==> src/rtl/led_cnt_regs_pkg.sv <==
// led_cnt_regs_pkg: register map, response codes and FSM states for led_cnt_regs
package led_cnt_regs_pkg;
    localparam logic [2:0] REG_DIV     = 3'd0;
    localparam logic [2:0] REG_INT_CLR = 3'd1;
    localparam logic [2:0] REG_INT_CNT = 3'd2;
    localparam logic [2:0] REG_STATUS  = 3'd3;
    localparam logic [2:0] REG_ID      = 3'd4;
    localparam logic [1:0] RESP_OKAY   = 2'b00;
    localparam logic [1:0] RESP_SLVERR = 2'b10;
    localparam int STATUS_LIVE   = 0;
    localparam int STATUS_STICKY = 1;
    typedef enum logic {W_IDLE, W_RESP} wstate_e;
    typedef enum logic {R_IDLE, R_DATA} rstate_e;
endpackage

==> src/rtl/led_cnt_pulse_gen.sv <==
// led_cnt_pulse_gen: registers a one-cycle trigger into a one-cycle output pulse
module led_cnt_pulse_gen (
    input  logic clk,
    input  logic rst,
    input  logic trig_i,
    output logic pulse_o
);
    logic pulse_q;
    always_ff @(posedge clk or posedge rst) begin
        if (rst) pulse_q <= 1'b0;
        else     pulse_q <= trig_i;
    end
    assign pulse_o = pulse_q;
endmodule

==> src/rtl/led_cnt_regs.sv <==
// led_cnt_regs: AXI4-Lite register front end driving the LED counter controls
module led_cnt_regs
    import led_cnt_regs_pkg::*;
#(
    parameter int          ADDR_W   = 5,
    parameter logic [11:0] DIV_RST  = 12'd0,
    parameter logic [31:0] ID_VALUE = 32'h4C45_4430
) (
    input  logic              clk100,
    input  logic              rst,
    input  logic [ADDR_W-1:0] s_awaddr,
    input  logic              s_awvalid,
    output logic              s_awready,
    input  logic [31:0]       s_wdata,
    input  logic [3:0]        s_wstrb,
    input  logic              s_wvalid,
    output logic              s_wready,
    output logic [1:0]        s_bresp,
    output logic              s_bvalid,
    input  logic              s_bready,
    input  logic [ADDR_W-1:0] s_araddr,
    input  logic              s_arvalid,
    output logic              s_arready,
    output logic [31:0]       s_rdata,
    output logic [1:0]        s_rresp,
    output logic              s_rvalid,
    input  logic              s_rready,
    output logic [11:0]       div_o,
    output logic              wren_o,
    output logic              int_clr_o,
    input  logic [31:0]       int_cnt_i,
    input  logic              led_int_i
);
    wstate_e     wstate_q, wstate_d;
    rstate_e     rstate_q, rstate_d;
    logic        aw_held_q, aw_held_d, w_held_q, w_held_d;
    logic [2:0]  awaddr_q, waddr, raddr;
    logic [11:0] wdata_q, wdata;
    logic [1:0]  wstrb_q, wstrb;
    logic        awready_q, wready_q, arready_q;
    logic        bvalid_q, bvalid_d, rvalid_q, rvalid_d;
    logic [1:0]  bresp_q, bresp_d, rresp_q, rresp_d;
    logic [31:0] rdata_q, rdata_d;
    logic [11:0] div_q, div_d;
    logic        sticky_q, led_q;
    logic        aw_hs, w_hs, ar_hs, commit, div_we, clr_trig, w1c;
    logic        unused_ok;

    assign aw_hs    = s_awvalid & awready_q;
    assign w_hs     = s_wvalid & wready_q;
    assign ar_hs    = s_arvalid & arready_q;
    assign waddr    = aw_held_q ? awaddr_q : s_awaddr[4:2];
    assign wdata    = w_held_q ? wdata_q : s_wdata[11:0];
    assign wstrb    = w_held_q ? wstrb_q : s_wstrb[1:0];
    assign raddr    = s_araddr[4:2];
    // A write commits in the cycle the later of AW/W is (or already was) accepted
    assign commit   = (wstate_q == W_IDLE) & (aw_held_q | aw_hs) & (w_held_q | w_hs);
    assign div_we   = commit & (waddr == REG_DIV) & (|wstrb);
    assign clr_trig = commit & (waddr == REG_INT_CLR) & wstrb[0] & wdata[0];
    assign w1c      = commit & (waddr == REG_STATUS) & wstrb[0] & wdata[STATUS_STICKY];
    assign div_d    = {wstrb[1] ? wdata[11:8] : div_q[11:8], wstrb[0] ? wdata[7:0] : div_q[7:0]};
    assign unused_ok = &{1'b0, s_awaddr[1:0], s_araddr[1:0], s_wdata[31:12], s_wstrb[3:2]};

    always_comb begin
        wstate_d  = wstate_q;
        aw_held_d = aw_held_q | aw_hs;
        w_held_d  = w_held_q | w_hs;
        bvalid_d  = bvalid_q;
        bresp_d   = bresp_q;
        if (commit) begin
            wstate_d  = W_RESP;
            aw_held_d = 1'b0;
            w_held_d  = 1'b0;
            bvalid_d  = 1'b1;
            bresp_d   = (waddr <= REG_ID) ? RESP_OKAY : RESP_SLVERR;
        end else if (wstate_q == W_RESP && s_bready) begin
            wstate_d = W_IDLE;
            bvalid_d = 1'b0;
        end
    end

    always_comb begin
        rstate_d = rstate_q;
        rvalid_d = rvalid_q;
        rdata_d  = rdata_q;
        rresp_d  = rresp_q;
        if (ar_hs) begin
            rstate_d = R_DATA;
            rvalid_d = 1'b1;
            rresp_d  = (raddr <= REG_ID) ? RESP_OKAY : RESP_SLVERR;
            case (raddr)
                REG_DIV:     rdata_d = {20'd0, div_q};
                REG_INT_CNT: rdata_d = int_cnt_i;
                REG_STATUS:  rdata_d = {30'd0, sticky_q, led_int_i};
                REG_ID:      rdata_d = ID_VALUE;
                default:     rdata_d = 32'd0;
            endcase
        end else if (rstate_q == R_DATA && s_rready) begin
            rstate_d = R_IDLE;
            rvalid_d = 1'b0;
        end
    end

    always_ff @(posedge clk100 or posedge rst) begin
        if (rst) begin
            wstate_q  <= W_IDLE;
            rstate_q  <= R_IDLE;
            aw_held_q <= 1'b0;
            w_held_q  <= 1'b0;
            awaddr_q  <= 3'd0;
            wdata_q   <= 12'd0;
            wstrb_q   <= 2'd0;
            awready_q <= 1'b0;
            wready_q  <= 1'b0;
            arready_q <= 1'b0;
            bvalid_q  <= 1'b0;
            bresp_q   <= RESP_OKAY;
            rvalid_q  <= 1'b0;
            rresp_q   <= RESP_OKAY;
            rdata_q   <= 32'd0;
            div_q     <= DIV_RST;
            led_q     <= 1'b0;
            sticky_q  <= 1'b0;
        end else begin
            wstate_q  <= wstate_d;
            rstate_q  <= rstate_d;
            aw_held_q <= aw_held_d;
            w_held_q  <= w_held_d;
            awready_q <= (wstate_d == W_IDLE) & ~aw_held_d;
            wready_q  <= (wstate_d == W_IDLE) & ~w_held_d;
            arready_q <= rstate_d == R_IDLE;
            bvalid_q  <= bvalid_d;
            bresp_q   <= bresp_d;
            rvalid_q  <= rvalid_d;
            rresp_q   <= rresp_d;
            rdata_q   <= rdata_d;
            if (aw_hs) awaddr_q <= s_awaddr[4:2];
            if (w_hs) begin
                wdata_q <= s_wdata[11:0];
                wstrb_q <= s_wstrb[1:0];
            end
            if (div_we) div_q <= div_d;
            led_q    <= led_int_i;
            // a fresh rising edge outranks a simultaneous W1C
            sticky_q <= (led_int_i & ~led_q) | (sticky_q & ~w1c);
        end
    end

    led_cnt_pulse_gen u_wren (.clk(clk100), .rst(rst), .trig_i(div_we),   .pulse_o(wren_o));
    led_cnt_pulse_gen u_clr  (.clk(clk100), .rst(rst), .trig_i(clr_trig), .pulse_o(int_clr_o));

    assign s_awready = awready_q;
    assign s_wready  = wready_q;
    assign s_bvalid  = bvalid_q;
    assign s_bresp   = bresp_q;
    assign s_arready = arready_q;
    assign s_rvalid  = rvalid_q;
    assign s_rresp   = rresp_q;
    assign s_rdata   = rdata_q;
    assign div_o     = div_q;
endmodule

==> config.mk <==
export PLATFORM = sky130hd
export DESIGN_NAME = led_cnt_regs
export DESIGN_NICKNAME = d
export VERILOG_FILES = /design/src/rtl/led_cnt_regs_pkg.sv /design/src/rtl/led_cnt_pulse_gen.sv /design/src/rtl/led_cnt_regs.sv
export SDC_FILE = /design/constraint.sdc
export NUM_CORES = 1
export LEC_CHECK = 0
export ABC_AREA = 1
export BUFFER_PORTS_ARGS = -buffer_cell sky130_fd_sc_hd__buf_2
export CAP_MARGIN = 20
export CELL_PAD_IN_SITES_DETAIL_PLACEMENT = 1
export CELL_PAD_IN_SITES_GLOBAL_PLACEMENT = 1
export CORE_ASPECT_RATIO = 1.5
export CORE_MARGIN = 4
export CORE_UTILIZATION = 35
export DETAILED_ROUTE_END_ITERATION = 6
export HOLD_SLACK_MARGIN = 0.1
export PLACE_DENSITY = 0.8
export RECOVER_POWER = 25
export SLEW_MARGIN = 20
export SYNTH_ARGS = -nofsm -noshare
export SYNTH_HDL_FRONTEND = slang
export SYNTH_SLANG_ARGS = --single-unit
==> constraint.sdc <==
create_clock -name clk100 -period 3.1 [get_ports clk100]
set_input_delay 0.31 -clock clk100 [delete_from_list [all_inputs] [get_ports clk100]]
set_output_delay 0.31 -clock clk100 [all_outputs]
set_load 0.005 [all_outputs]
==> flow_summary_export.csv <==
group,metric,value,unit
floorplanning,ios,141,
synth,ys_types,33,
placed_design,dp_hpwl,7.07,mm
clocking,cts_htree_levels,3,
detailed_routing,remaining_drc_errors,0,
finish,synthToLayoutAreaGrowth,26.7,%
critical_path,cpPeakStageDelay,800,ps
clocking,clkTransAtPathRegs,60,ps
detailed_routing,drtIter0Drc,91,
finish,nets,588,
critical_path,worst_setup_path_end_kind,"register",
finish,nFillCells,1192,
detailed_routing,viasPerCell,4.87,
finish,final_common_cell,"nand2_1",
power_and_ir_drop,comb_power_share,0.281,
timing,setup_viol,0,
timing,finalCriticalPeriod,2040,ps
critical_path,r2r_setup_slack,1060,ps
clocking,cts_num_sinks,76,
critical_path,crit_path_frequent_cell,"nand2_1",
grt,grt_max_degree,63,
critical_path,rr_endpoint,"div_o[1]",
critical_path,required,3320,ps
floorplanning,placementRows,44,
worst_hold_path,hold_path.class,"in -> async",
floorplanning,die_y,129,um
power_and_ir_drop,p_sw_frac,0.350,
critical_path,crit_path_start_kind,"register",
timing,max_freq,0.491,GHz
floorplanning,die_area,11500,um^2
power_and_ir_drop,leakage,2.46,nW
critical_path,cp.arrival,2260,ps
grt,grt_pass1_vias,3120,
power_and_ir_drop,clkPwrFrac,0.290,
grt,overflow,0,
clocking,cts_buffers,9,
critical_path,reg2reg_depth,8,
power_and_ir_drop,power.switching,1.20,mW
power_and_ir_drop,powerDensity,788,nW/um^2
timing,worst_pin_slew,779,ps
clocking,holdBufCountCts,1,
timing,fin_crit_sh,0.657,
clocking,cts_resized,0,
critical_path,cp_top_family,"flip-flops",
critical_path,path_buf_inv,1,
floorplanning,die_x,88.9,um
power_and_ir_drop,p_seq_frac,0.430,
floorplanning,initial_core_util,0.357,
run_status,status,"complete, no violations",
critical_path,r2r_start,"w_held_q",
floorplanning,core,9630,um^2
critical_path,crit_path_max_fanout,26,
power_and_ir_drop,vdd_drop_max,356,uV
critical_path,path_cells,"nand2_1 > o21ai_1 > buf_4 > nor2_2 > nor2_4 > nand3_4 > nand2_1 > nand2_1",
synth,syn_inst,392,
timing,setup-tns-final,0,ps
timing,maxSlewViolCount,0,
placed_design,place_congestion,0.748,
synth,ys_warn_count,0,
placed_design,portBuffers,112,
critical_path,path_class,"reg -> reg",
power_and_ir_drop,internal-power,2.23,mW
clocking,insertion_delay,330,ps
timing,fin_skew,6.58,ps
clocking,cts_tree,"built",
detailed_routing,dr.pass1.iters,5,
synth,synth_seq_cells,76,
critical_path,slowest_stage,"dfrtp_1",
clocking,root_buffer,"clkbuf_16",
timing,hold_viol,0,
finish,antenna_cells,0,
finish,drive_above_1_share,0.300,
synth,synth.avg_cell_area,8.77,um^2
finish,final_cell_mix,"nand2_1, buf_2, dfrtp_1, o21ai_0, inv_1",
power_and_ir_drop,p_total,3.43,mW
grt,antenna_found_initial,0,
timing,rsz0062_at_grt,"no",
job,maxCapViolCount,0,
finish,final_core_util,0.452,
clocking,cts_setup_buffers,0,
detailed_routing,wire_per_inst,14.9,um
synth,netlist_area,3440,um^2
synth,synth-seq-area-share,0.553,
detailed_routing,ant_nets,0,
detailed_routing,vias,3031,
grt,grt_usage,0.168,
timing,slew_headroom,0.481,
grt,grt_pass1_wl,14.9,mm
clocking,cts_max_path_buffers,2,
detailed_routing,totalWireLength,9.28,mm
==> flip-flops by register name, summed over array words and instances, names as in the netlist <==
register        flops
s_rdata            32
u_wren.pulse_o      1
wdata_q            12
w_held_q            1
awaddr_q            3
s_bvalid            1
s_rvalid            1
s_bresp             1
aw_held_q           1
s_arready           1
wstate_q            1
s_awready           1
div_o              12
s_rresp             1
s_wready            1
wstrb_q             2
led_q               1
sticky_q            1
rstate_q            1
u_clr.pulse_o       1
==> per-stage QoR <==
stage          worst slack (ps)  hold slack, ps  instance area [um^2]  std cells
2_1_floorplan               852             341                  3440        393
3_5_place_dp               1040             409                  4060        605
6_report                   1060             112                  4360        622
5_1_grt                     799             200                  4360        622
3_3_place_gp               1120             403                  4060        605
4_1_cts                    1020             187                  4360        622
==> worst max-delay path by stage <==
stage	from	to	slack [ps]	depth (start not counted)
3_5_place_dp	w_held_q	div_o[1]	1040	8
5_1_grt	w_held_q	div_o[0]	800	8
2_1_floorplan	rst	aw_held_q	850	1
3_3_place_gp	w_held_q	div_o[7]	1120	8
6_report	w_held_q	div_o[1]	1060	8
4_1_cts	w_held_q	div_o[1]	1020	8
==> cells in the mapped netlist, drive strengths merged <==
library cell  number  area, um^2
nand2            144         566
dfrtp             76        1900
o21ai             43         219
inv               31         119
nand3             19         125
nand4             14        87.6
a21oi             13        65.1
a21o              10        75.1
buf               10        83.8
nor2              10        66.3
clkbuf             9        33.8
a21boi             7        52.6
nor3               2        15.0
conb               1        3.75
mux2               1        11.3
nor4               1        6.26
o31ai              1        7.51
==> metal layers <==
metal  up-vias  track usage  routed length (um)
met5         -            0                   0
met4         0       0.0632                 141
met3        11       0.0401                 618
met2        85        0.304                4990
met1      1442        0.185                3530
li1       1493            -                   -
==> cells by family after synthesis <==
family,after synthesis,synth area share
other cells,1,0.00109
buf+inv,50,0.0688
mux,1,0.00327
compound gates,74,0.122
flops,76,0.553
simple gates,190,0.252
==> cell type report <==
cell class                      instances  area [um^2]  share of cell area
Sequential cell                        76         1900               0.436
Multi-Input combinational cell        267         1300               0.299
Timing Repair Buffer                  117          598               0.137
Inverter                               31          121              0.0278
Clock inverter                          4         22.5             0.00517
Clock buffer                           12          267              0.0612
Tap cell                              115          144              0.0330
==> power by group through the flow <==
stage | Clock, mW | Sequential, mW | Combinational (mW)
3_5_place_dp | 0 | 1.49 | 0.975
2_1_floorplan | 0 | 1.43 | 0.687
3_3_place_gp | 0 | 1.48 | 0.930
5_1_grt | 1.07 | 1.51 | 1.11
6_report | 0.994 | 1.47 | 0.964
4_1_cts | 1.03 | 1.48 | 0.988
Power figures use the tool's default switching activity.
